`src/rtl/io_write_arbiter_if.sv`:
```
// Shared write-port bundle between the two requesters and the output-port write path.
interface io_write_arbiter_if;
  logic        a_valid;
  logic        a_lock;
  logic [31:0] a_addr;
  logic [31:0] a_data;
  logic        a_ready;
  logic        b_valid;
  logic        b_lock;
  logic [31:0] b_addr;
  logic [31:0] b_data;
  logic        b_ready;
  logic        write_io_enable;
  logic [31:0] io_addr;
  logic [31:0] io_datain;
  logic        grant_b;
  logic        addr_err;

  modport master (
    output a_valid, a_lock, a_addr, a_data,
    output b_valid, b_lock, b_addr, b_data,
    input  a_ready, b_ready,
    input  write_io_enable, io_addr, io_datain, grant_b, addr_err
  );

  modport slave (
    input  a_valid, a_lock, a_addr, a_data,
    input  b_valid, b_lock, b_addr, b_data,
    output a_ready, b_ready,
    output write_io_enable, io_addr, io_datain, grant_b, addr_err
  );
endinterface

```
`src/rtl/io_write_arbiter.sv`:
```
// Round-robin arbiter with burst lock for the output-port write path (requesters A and B).
// Optional write/stall statistics ports are enabled by defining IO_ARB_STATS_EN.
module io_write_arbiter #(
  parameter int unsigned MAX_BURST = 4,
  parameter logic [5:0]  PORT_BASE = 6'b100000
) (
  input  logic       io_clk,
  input  logic       resetn,
  io_write_arbiter_if.slave bus
`ifdef IO_ARB_STATS_EN
  ,
  output logic [15:0] wr_cnt_a,
  output logic [15:0] wr_cnt_b,
  output logic [7:0]  stall_max
`endif
);

  typedef enum logic [1:0] {IDLE, LOCK_A, LOCK_B} state_e;

  localparam logic [3:0] MAX_B   = 4'(MAX_BURST);
  localparam bit         LOCK_OK = (MAX_BURST > 1);

  function automatic logic [3:0] sat_inc4(input logic [3:0] v);
    return (v == 4'hF) ? v : v + 4'd1;
  endfunction

  function automatic logic in_window(input logic [5:0] word_sel);
    logic [6:0] w;
    w = {1'b0, word_sel};
    return (w >= {1'b0, PORT_BASE}) && (w <= ({1'b0, PORT_BASE} + 7'd2));
  endfunction

  state_e      state_q, state_d;
  logic        rr_last_b_q, rr_last_b_d;
  logic [3:0]  burst_cnt_q, burst_cnt_d;
  logic        we_q, we_d;
  logic [31:0] io_addr_q, io_addr_d;
  logic [31:0] io_datain_q, io_datain_d;
  logic        grant_b_q, grant_b_d;
  logic        addr_err_q, addr_err_d;

  logic        gnt_a, gnt_b, idle_eval, legal;
  logic [31:0] sel_addr, sel_data;

  always_comb begin
    gnt_a       = 1'b0;
    gnt_b       = 1'b0;
    idle_eval   = 1'b0;
    state_d     = state_q;
    rr_last_b_d = rr_last_b_q;
    burst_cnt_d = burst_cnt_q;

    case (state_q)
      LOCK_A: begin
        if (bus.a_valid && bus.a_lock) begin
          gnt_a       = 1'b1;
          burst_cnt_d = sat_inc4(burst_cnt_q);
          if (burst_cnt_d >= MAX_B) begin
            state_d     = IDLE;
            rr_last_b_d = 1'b0;
            burst_cnt_d = 4'd0;
          end
        end else begin
          idle_eval = 1'b1;
        end
      end
      LOCK_B: begin
        if (bus.b_valid && bus.b_lock) begin
          gnt_b       = 1'b1;
          burst_cnt_d = sat_inc4(burst_cnt_q);
          if (burst_cnt_d >= MAX_B) begin
            state_d     = IDLE;
            rr_last_b_d = 1'b1;
            burst_cnt_d = 4'd0;
          end
        end else begin
          idle_eval = 1'b1;
        end
      end
      default: idle_eval = 1'b1;
    endcase

    // A lock holder that lets go is treated exactly like IDLE in the same cycle.
    if (idle_eval) begin
      state_d     = IDLE;
      burst_cnt_d = 4'd0;
      if (bus.a_valid && (!bus.b_valid || rr_last_b_q)) begin
        gnt_a = 1'b1;
      end else if (bus.b_valid) begin
        gnt_b = 1'b1;
      end
      if (gnt_a) begin
        rr_last_b_d = 1'b0;
        if (bus.a_lock && LOCK_OK) begin
          state_d     = LOCK_A;
          burst_cnt_d = 4'd1;
        end
      end
      if (gnt_b) begin
        rr_last_b_d = 1'b1;
        if (bus.b_lock && LOCK_OK) begin
          state_d     = LOCK_B;
          burst_cnt_d = 4'd1;
        end
      end
    end
  end

  always_comb begin
    sel_addr    = gnt_b ? bus.b_addr : bus.a_addr;
    sel_data    = gnt_b ? bus.b_data : bus.a_data;
    legal       = in_window(sel_addr[7:2]);
    we_d        = 1'b0;
    addr_err_d  = 1'b0;
    io_addr_d   = io_addr_q;
    io_datain_d = io_datain_q;
    grant_b_d   = grant_b_q;
    if (gnt_a || gnt_b) begin
      we_d        = legal;
      addr_err_d  = !legal;
      io_addr_d   = sel_addr;
      io_datain_d = sel_data;
      grant_b_d   = gnt_b;
    end
  end

  always_ff @(posedge io_clk or negedge resetn) begin
    if (!resetn) begin
      state_q     <= IDLE;
      rr_last_b_q <= 1'b1;
      burst_cnt_q <= 4'd0;
      we_q        <= 1'b0;
      io_addr_q   <= 32'd0;
      io_datain_q <= 32'd0;
      grant_b_q   <= 1'b0;
      addr_err_q  <= 1'b0;
    end else begin
      state_q     <= state_d;
      rr_last_b_q <= rr_last_b_d;
      burst_cnt_q <= burst_cnt_d;
      we_q        <= we_d;
      io_addr_q   <= io_addr_d;
      io_datain_q <= io_datain_d;
      grant_b_q   <= grant_b_d;
      addr_err_q  <= addr_err_d;
    end
  end

  // Ready is combinational but forced low while reset is asserted.
  assign bus.a_ready         = gnt_a && resetn;
  assign bus.b_ready         = gnt_b && resetn;
  assign bus.write_io_enable = we_q;
  assign bus.io_addr         = io_addr_q;
  assign bus.io_datain       = io_datain_q;
  assign bus.grant_b         = grant_b_q;
  assign bus.addr_err        = addr_err_q;

`ifdef IO_ARB_STATS_EN
  logic [15:0] wr_cnt_a_q, wr_cnt_a_d;
  logic [15:0] wr_cnt_b_q, wr_cnt_b_d;
  logic [7:0]  run_a_q, run_a_d;
  logic [7:0]  run_b_q, run_b_d;
  logic [7:0]  stall_max_q, stall_max_d;

  function automatic logic [7:0] sat_inc8(input logic [7:0] v);
    return (v == 8'hFF) ? v : v + 8'd1;
  endfunction

  always_comb begin
    wr_cnt_a_d  = wr_cnt_a_q;
    wr_cnt_b_d  = wr_cnt_b_q;
    if (bus.a_ready && legal) wr_cnt_a_d = wr_cnt_a_q + 16'd1;
    if (bus.b_ready && legal) wr_cnt_b_d = wr_cnt_b_q + 16'd1;
    run_a_d     = (bus.a_valid && !bus.a_ready) ? sat_inc8(run_a_q) : 8'd0;
    run_b_d     = (bus.b_valid && !bus.b_ready) ? sat_inc8(run_b_q) : 8'd0;
    stall_max_d = stall_max_q;
    if (run_a_d > stall_max_d) stall_max_d = run_a_d;
    if (run_b_d > stall_max_d) stall_max_d = run_b_d;
  end

  always_ff @(posedge io_clk or negedge resetn) begin
    if (!resetn) begin
      wr_cnt_a_q  <= 16'd0;
      wr_cnt_b_q  <= 16'd0;
      run_a_q     <= 8'd0;
      run_b_q     <= 8'd0;
      stall_max_q <= 8'd0;
    end else begin
      wr_cnt_a_q  <= wr_cnt_a_d;
      wr_cnt_b_q  <= wr_cnt_b_d;
      run_a_q     <= run_a_d;
      run_b_q     <= run_b_d;
      stall_max_q <= stall_max_d;
    end
  end

  assign wr_cnt_a  = wr_cnt_a_q;
  assign wr_cnt_b  = wr_cnt_b_q;
  assign stall_max = stall_max_q;
`endif

endmodule

```
`src/flat_wrapper.sv`:
```
// flat-port wrapper written by rule: the top's interface ports become plain ports
module io_write_arbiter_flat 
#(
  parameter int unsigned MAX_BURST = 4,
  parameter logic [5:0]  PORT_BASE = 6'b100000
)
  (io_clk, resetn, bus_a_valid, bus_a_lock, bus_a_addr, bus_a_data, bus_b_valid, bus_b_lock, bus_b_addr, bus_b_data, bus_a_ready, bus_b_ready, bus_write_io_enable, bus_io_addr, bus_io_datain, bus_grant_b, bus_addr_err);
  io_write_arbiter_if bus_i ();
  input  logic io_clk;
  input  logic resetn;
  input wire logic [$bits(bus_i.a_valid)-1:0] bus_a_valid;
  input wire logic [$bits(bus_i.a_lock)-1:0] bus_a_lock;
  input wire logic [$bits(bus_i.a_addr)-1:0] bus_a_addr;
  input wire logic [$bits(bus_i.a_data)-1:0] bus_a_data;
  input wire logic [$bits(bus_i.b_valid)-1:0] bus_b_valid;
  input wire logic [$bits(bus_i.b_lock)-1:0] bus_b_lock;
  input wire logic [$bits(bus_i.b_addr)-1:0] bus_b_addr;
  input wire logic [$bits(bus_i.b_data)-1:0] bus_b_data;
  output wire logic [$bits(bus_i.a_ready)-1:0] bus_a_ready;
  output wire logic [$bits(bus_i.b_ready)-1:0] bus_b_ready;
  output wire logic [$bits(bus_i.write_io_enable)-1:0] bus_write_io_enable;
  output wire logic [$bits(bus_i.io_addr)-1:0] bus_io_addr;
  output wire logic [$bits(bus_i.io_datain)-1:0] bus_io_datain;
  output wire logic [$bits(bus_i.grant_b)-1:0] bus_grant_b;
  output wire logic [$bits(bus_i.addr_err)-1:0] bus_addr_err;
  assign bus_i.a_valid = bus_a_valid;
  assign bus_i.a_lock = bus_a_lock;
  assign bus_i.a_addr = bus_a_addr;
  assign bus_i.a_data = bus_a_data;
  assign bus_i.b_valid = bus_b_valid;
  assign bus_i.b_lock = bus_b_lock;
  assign bus_i.b_addr = bus_b_addr;
  assign bus_i.b_data = bus_b_data;
  assign bus_a_ready = bus_i.a_ready;
  assign bus_b_ready = bus_i.b_ready;
  assign bus_write_io_enable = bus_i.write_io_enable;
  assign bus_io_addr = bus_i.io_addr;
  assign bus_io_datain = bus_i.io_datain;
  assign bus_grant_b = bus_i.grant_b;
  assign bus_addr_err = bus_i.addr_err;
  io_write_arbiter #(.MAX_BURST(MAX_BURST), .PORT_BASE(PORT_BASE)) u_core (.io_clk(io_clk), .resetn(resetn), .bus(bus_i));
endmodule
```
`config.mk`:
```
export PLATFORM = sky130hd
export DESIGN_NAME = io_write_arbiter_flat
export DESIGN_NICKNAME = d
export VERILOG_FILES = /design/src/rtl/io_write_arbiter_if.sv /design/src/rtl/io_write_arbiter.sv /design/src/flat_wrapper.sv
export SDC_FILE = /design/constraint.sdc
export NUM_CORES = 1
export LEC_CHECK = 0
export BUFFER_PORTS_ARGS = -buffer_cell sky130_fd_sc_hd__buf_2
export CAP_MARGIN = 10
export CORE_ASPECT_RATIO = 0.8
export CORE_MARGIN = 2
export CORE_UTILIZATION = 44
export CTS_CLUSTER_DIAMETER = 30
export CTS_CLUSTER_SIZE = 40
export DETAILED_ROUTE_END_ITERATION = 12
export PLACE_DENSITY_LB_ADDON = 0.15
export SYNTH_ARGS = -nofsm -noshare
export SYNTH_HDL_FRONTEND = slang
export SYNTH_SLANG_ARGS = --single-unit
export TNS_END_PERCENT = 5
```
`constraint.sdc`:
```
create_clock -name io_clk -period 2.95 [get_ports io_clk]
set_clock_uncertainty 0.15 [all_clocks]
set_input_delay 0.4425 -clock io_clk [delete_from_list [all_inputs] [get_ports io_clk]]
set_output_delay 0.4425 -clock io_clk [all_outputs]
set_load 0.01 [all_outputs]
```
==> out/results.ini <==
[floorplanning]
dieWidth_um=103.8
row_count=29
core-area_um2=7838
die_h_um=83.86
die_area_um2=8705
io_pins=203
initial_core_util=0.4475

[job]
maxCapViolCount=0

[finish]
multi_input_area_um2=1510
final_cell_mix=buf_2 (201), a21oi_1 (132), dfrtp_1 (73)
antenna_cells=0
finish.utilization=0.6239
final.fill_count=732
num-nets-final=751
drive_gt1_frac=0.3796
final_common_cell=buf_2
area_delta_synth_final_pct=39.42
area.sequential_um2=1853

[yosys]
ys_seq_area_frac=0.5284
avgSynthCellArea_um2=8.390
ys_top_cells_by_area=dfrtp_1 (52%), a21oi_1 (19%), nand2_1 (7.7%)
synth_edf_count=0
synth.ff_latch_count=74
synth_cell_types=31
syn_inst=418
yosysTopAreaCellShare=0.5209
synth_flop_cell=dfrtp_1
async_flop_share=1.000
synth_warnings=0
post-synth-top-area-cell=dfrtp_1
syn_area_um2=3507

[sta]
setup_viol=0
timing.final.crit_period_ns=2.750
hold_viol=0
tightest_slew_ns=0.5134
period_share=0.9322
maxSlewHeadroom=0.6554
max_freq_mhz=363.6
slew_violations=0
finalSetupTns_ns=0
rsz0062_at_grt=no

[clock_network]
cts_tree=built
clk-insertion-delay-late_ns=0.35
htreeDepth=3
numCtsBuffers=9
clk_pin_slew_worst_paths_ns=0.08
cts.path.max_buffers=2
cts_sinks=74
root_buffer=clkbuf_8

[grt]
antenna_found_initial=0
grt.total_usage=0.2426
grt-ovfl-total=0
first_global_vias=3549
grt_first_pass_wirelength_mm=16.98
grt_max_degree=46

[power_and_ir_drop]
p_clk_frac=0.228
p_sw_frac=0.3769
irDropWorstVdd_uv=477.9
comb_power_share=0.412
power_density_nw_per_um2=987.6
power.switching_w=0.001820
p_leak_nw=2.527
intPower_w=0.003009
p_seq_frac=0.360

[place]
dp_hpwl_mm=7.326
gp_congestion=0.8437
io_buffers=202

[setup_path]
cp-end-kind=output port
worstSetupStartpointType=flop
worstPathArrival_ns=2.16
cp.required_ns=2.36
criticalPathCategory=flop to output port
ff2ff_setup_slack_ns=0.53
crit_fanout=11

[routing]
via_per_inst=5.003
drtPass1Iterations=5
antenna_left=0
vias=3637
wl_mm=10.41
wl_per_cell_um=14.32
drt_iter0_drc=241
drc_errors=0

[worst_hold_path]
min_path_type=primary input to flop

[outcome]
status=finished clean

## cells by family (layout without fill, tap and decap cells)
group                      Yosys count  in the layout  share of synthesized area
buffers and inverters               34            233                    0.05458
and+or+nand+nor                    155            156                     0.1755
AOI/OAI and AO/OA                  151            151                     0.2298
DFF                                 74             74                     0.5284
other                                1              2                   0.001069
adders and majority gates            3              3                    0.01070
## power groups by stage
stage	Clock [W]	Combinational, W	Sequential [W]
6_report	0.00110	0.00199	0.00174
5_1_grt	0.00116	0.00223	0.00180
4_1_cts	0.00112	0.00200	0.00174
3_5_place_dp	0	0.00200	0.00175
3_3_place_gp	0	0.00195	0.00175
2_1_floorplan	0	0.000969	0.00198
## worst max-delay path, cell delays in order, from the launching register on
cell     delay [ns]
dfrtp_1        0.37
inv_1          0.07
ha_1           0.36
or2_2          0.37
nor2_4         0.18
nor2_4         0.11
and2_1         0.20
buf_2          0.14
## metal layers
layer	GRT usage	wire length [um]	vias to the layer above
met5	0	0	-
met4	0.06880	182	0
met3	0.08509	972	16
met2	0.3762	4858	190
met1	0.3239	4397	1637
li1	-	-	1794
## path summary, 6_finish.rpt
kind / from / end / cells after the start
hold / removal: bus_b_addr[26] / u_core.bus.io_addr[26] / 3
max in group asynchronous: resetn / u_core.rr_last_b_q / 3
setup reg to reg: u_core.state_q[0] / u_core.bus.io_addr[14] / 8
setup / recovery: u_core.state_q[0] / bus_b_ready / 7
hold reg to reg: u_core.bus.grant_b / u_core.bus.grant_b / 2
min in group asynchronous: resetn / u_core.bus.io_datain[31] / 2
## state kept, by name (all words and copies together), names as in the netlist
register and cells:
u_core.bus.io_addr 32, u_core.bus.io_datain 32, u_core.burst_cnt_q 4, u_core.state_q 2, u_core.bus.addr_err 1, u_core.bus.grant_b 1, u_core.bus.write_io_enable 1, u_core.rr_last_b_q 1
## Yosys cell counts (2+ instances only)
cell / n
a21boi_1: 2
a21oi_1: 132
and2_1: 4
buf_2: 12
buf_4: 3
buf_6: 5
clkbuf_1: 8
dfrtp_1: 73
ha_1: 3
inv_1: 6
nand2_1: 72
nand3_1: 2
nor2_1: 70
nor4b_1: 2
o211a_1: 3
o21ai_0: 4
o22ai_1: 3
## metrics by stage
stage | hold WS (ns) | cells | power, W | setup slack [ns] | area [um^2]
2_1_floorplan | -0.003091 | 419 | 0.002945 | 0.6525 | 3511
3_3_place_gp | 0.2853 | 709 | 0.003696 | 0.4174 | 4577
3_5_place_dp | 0.2943 | 709 | 0.003744 | 0.3441 | 4577
4_1_cts | 0.1699 | 726 | 0.004854 | 0.04013 | 4872
5_1_grt | 0.1783 | 727 | 0.005194 | 0.08555 | 4890
6_report | 0.1830 | 727 | 0.004829 | 0.1999 | 4890
## area by class of cell
cell class / count / area share
Clock buffer: 12 / 0.03378
Inverter: 6 / 0.004606
Timing Repair Buffer: 211 / 0.2216
Tap cell: 108 / 0.02764
Sequential cell: 74 / 0.3790
Clock inverter: 4 / 0.02456
Multi-Input combinational cell: 312 / 0.3089
## repair_timing
item	CTS	global route
setup endpoints to repair	0	1
endpoints found under the hold margin	34	0
setup buffers	0	0
hold buffers	1	0
gates resized for setup	0	4
Power figures use the tool's default switching activity.
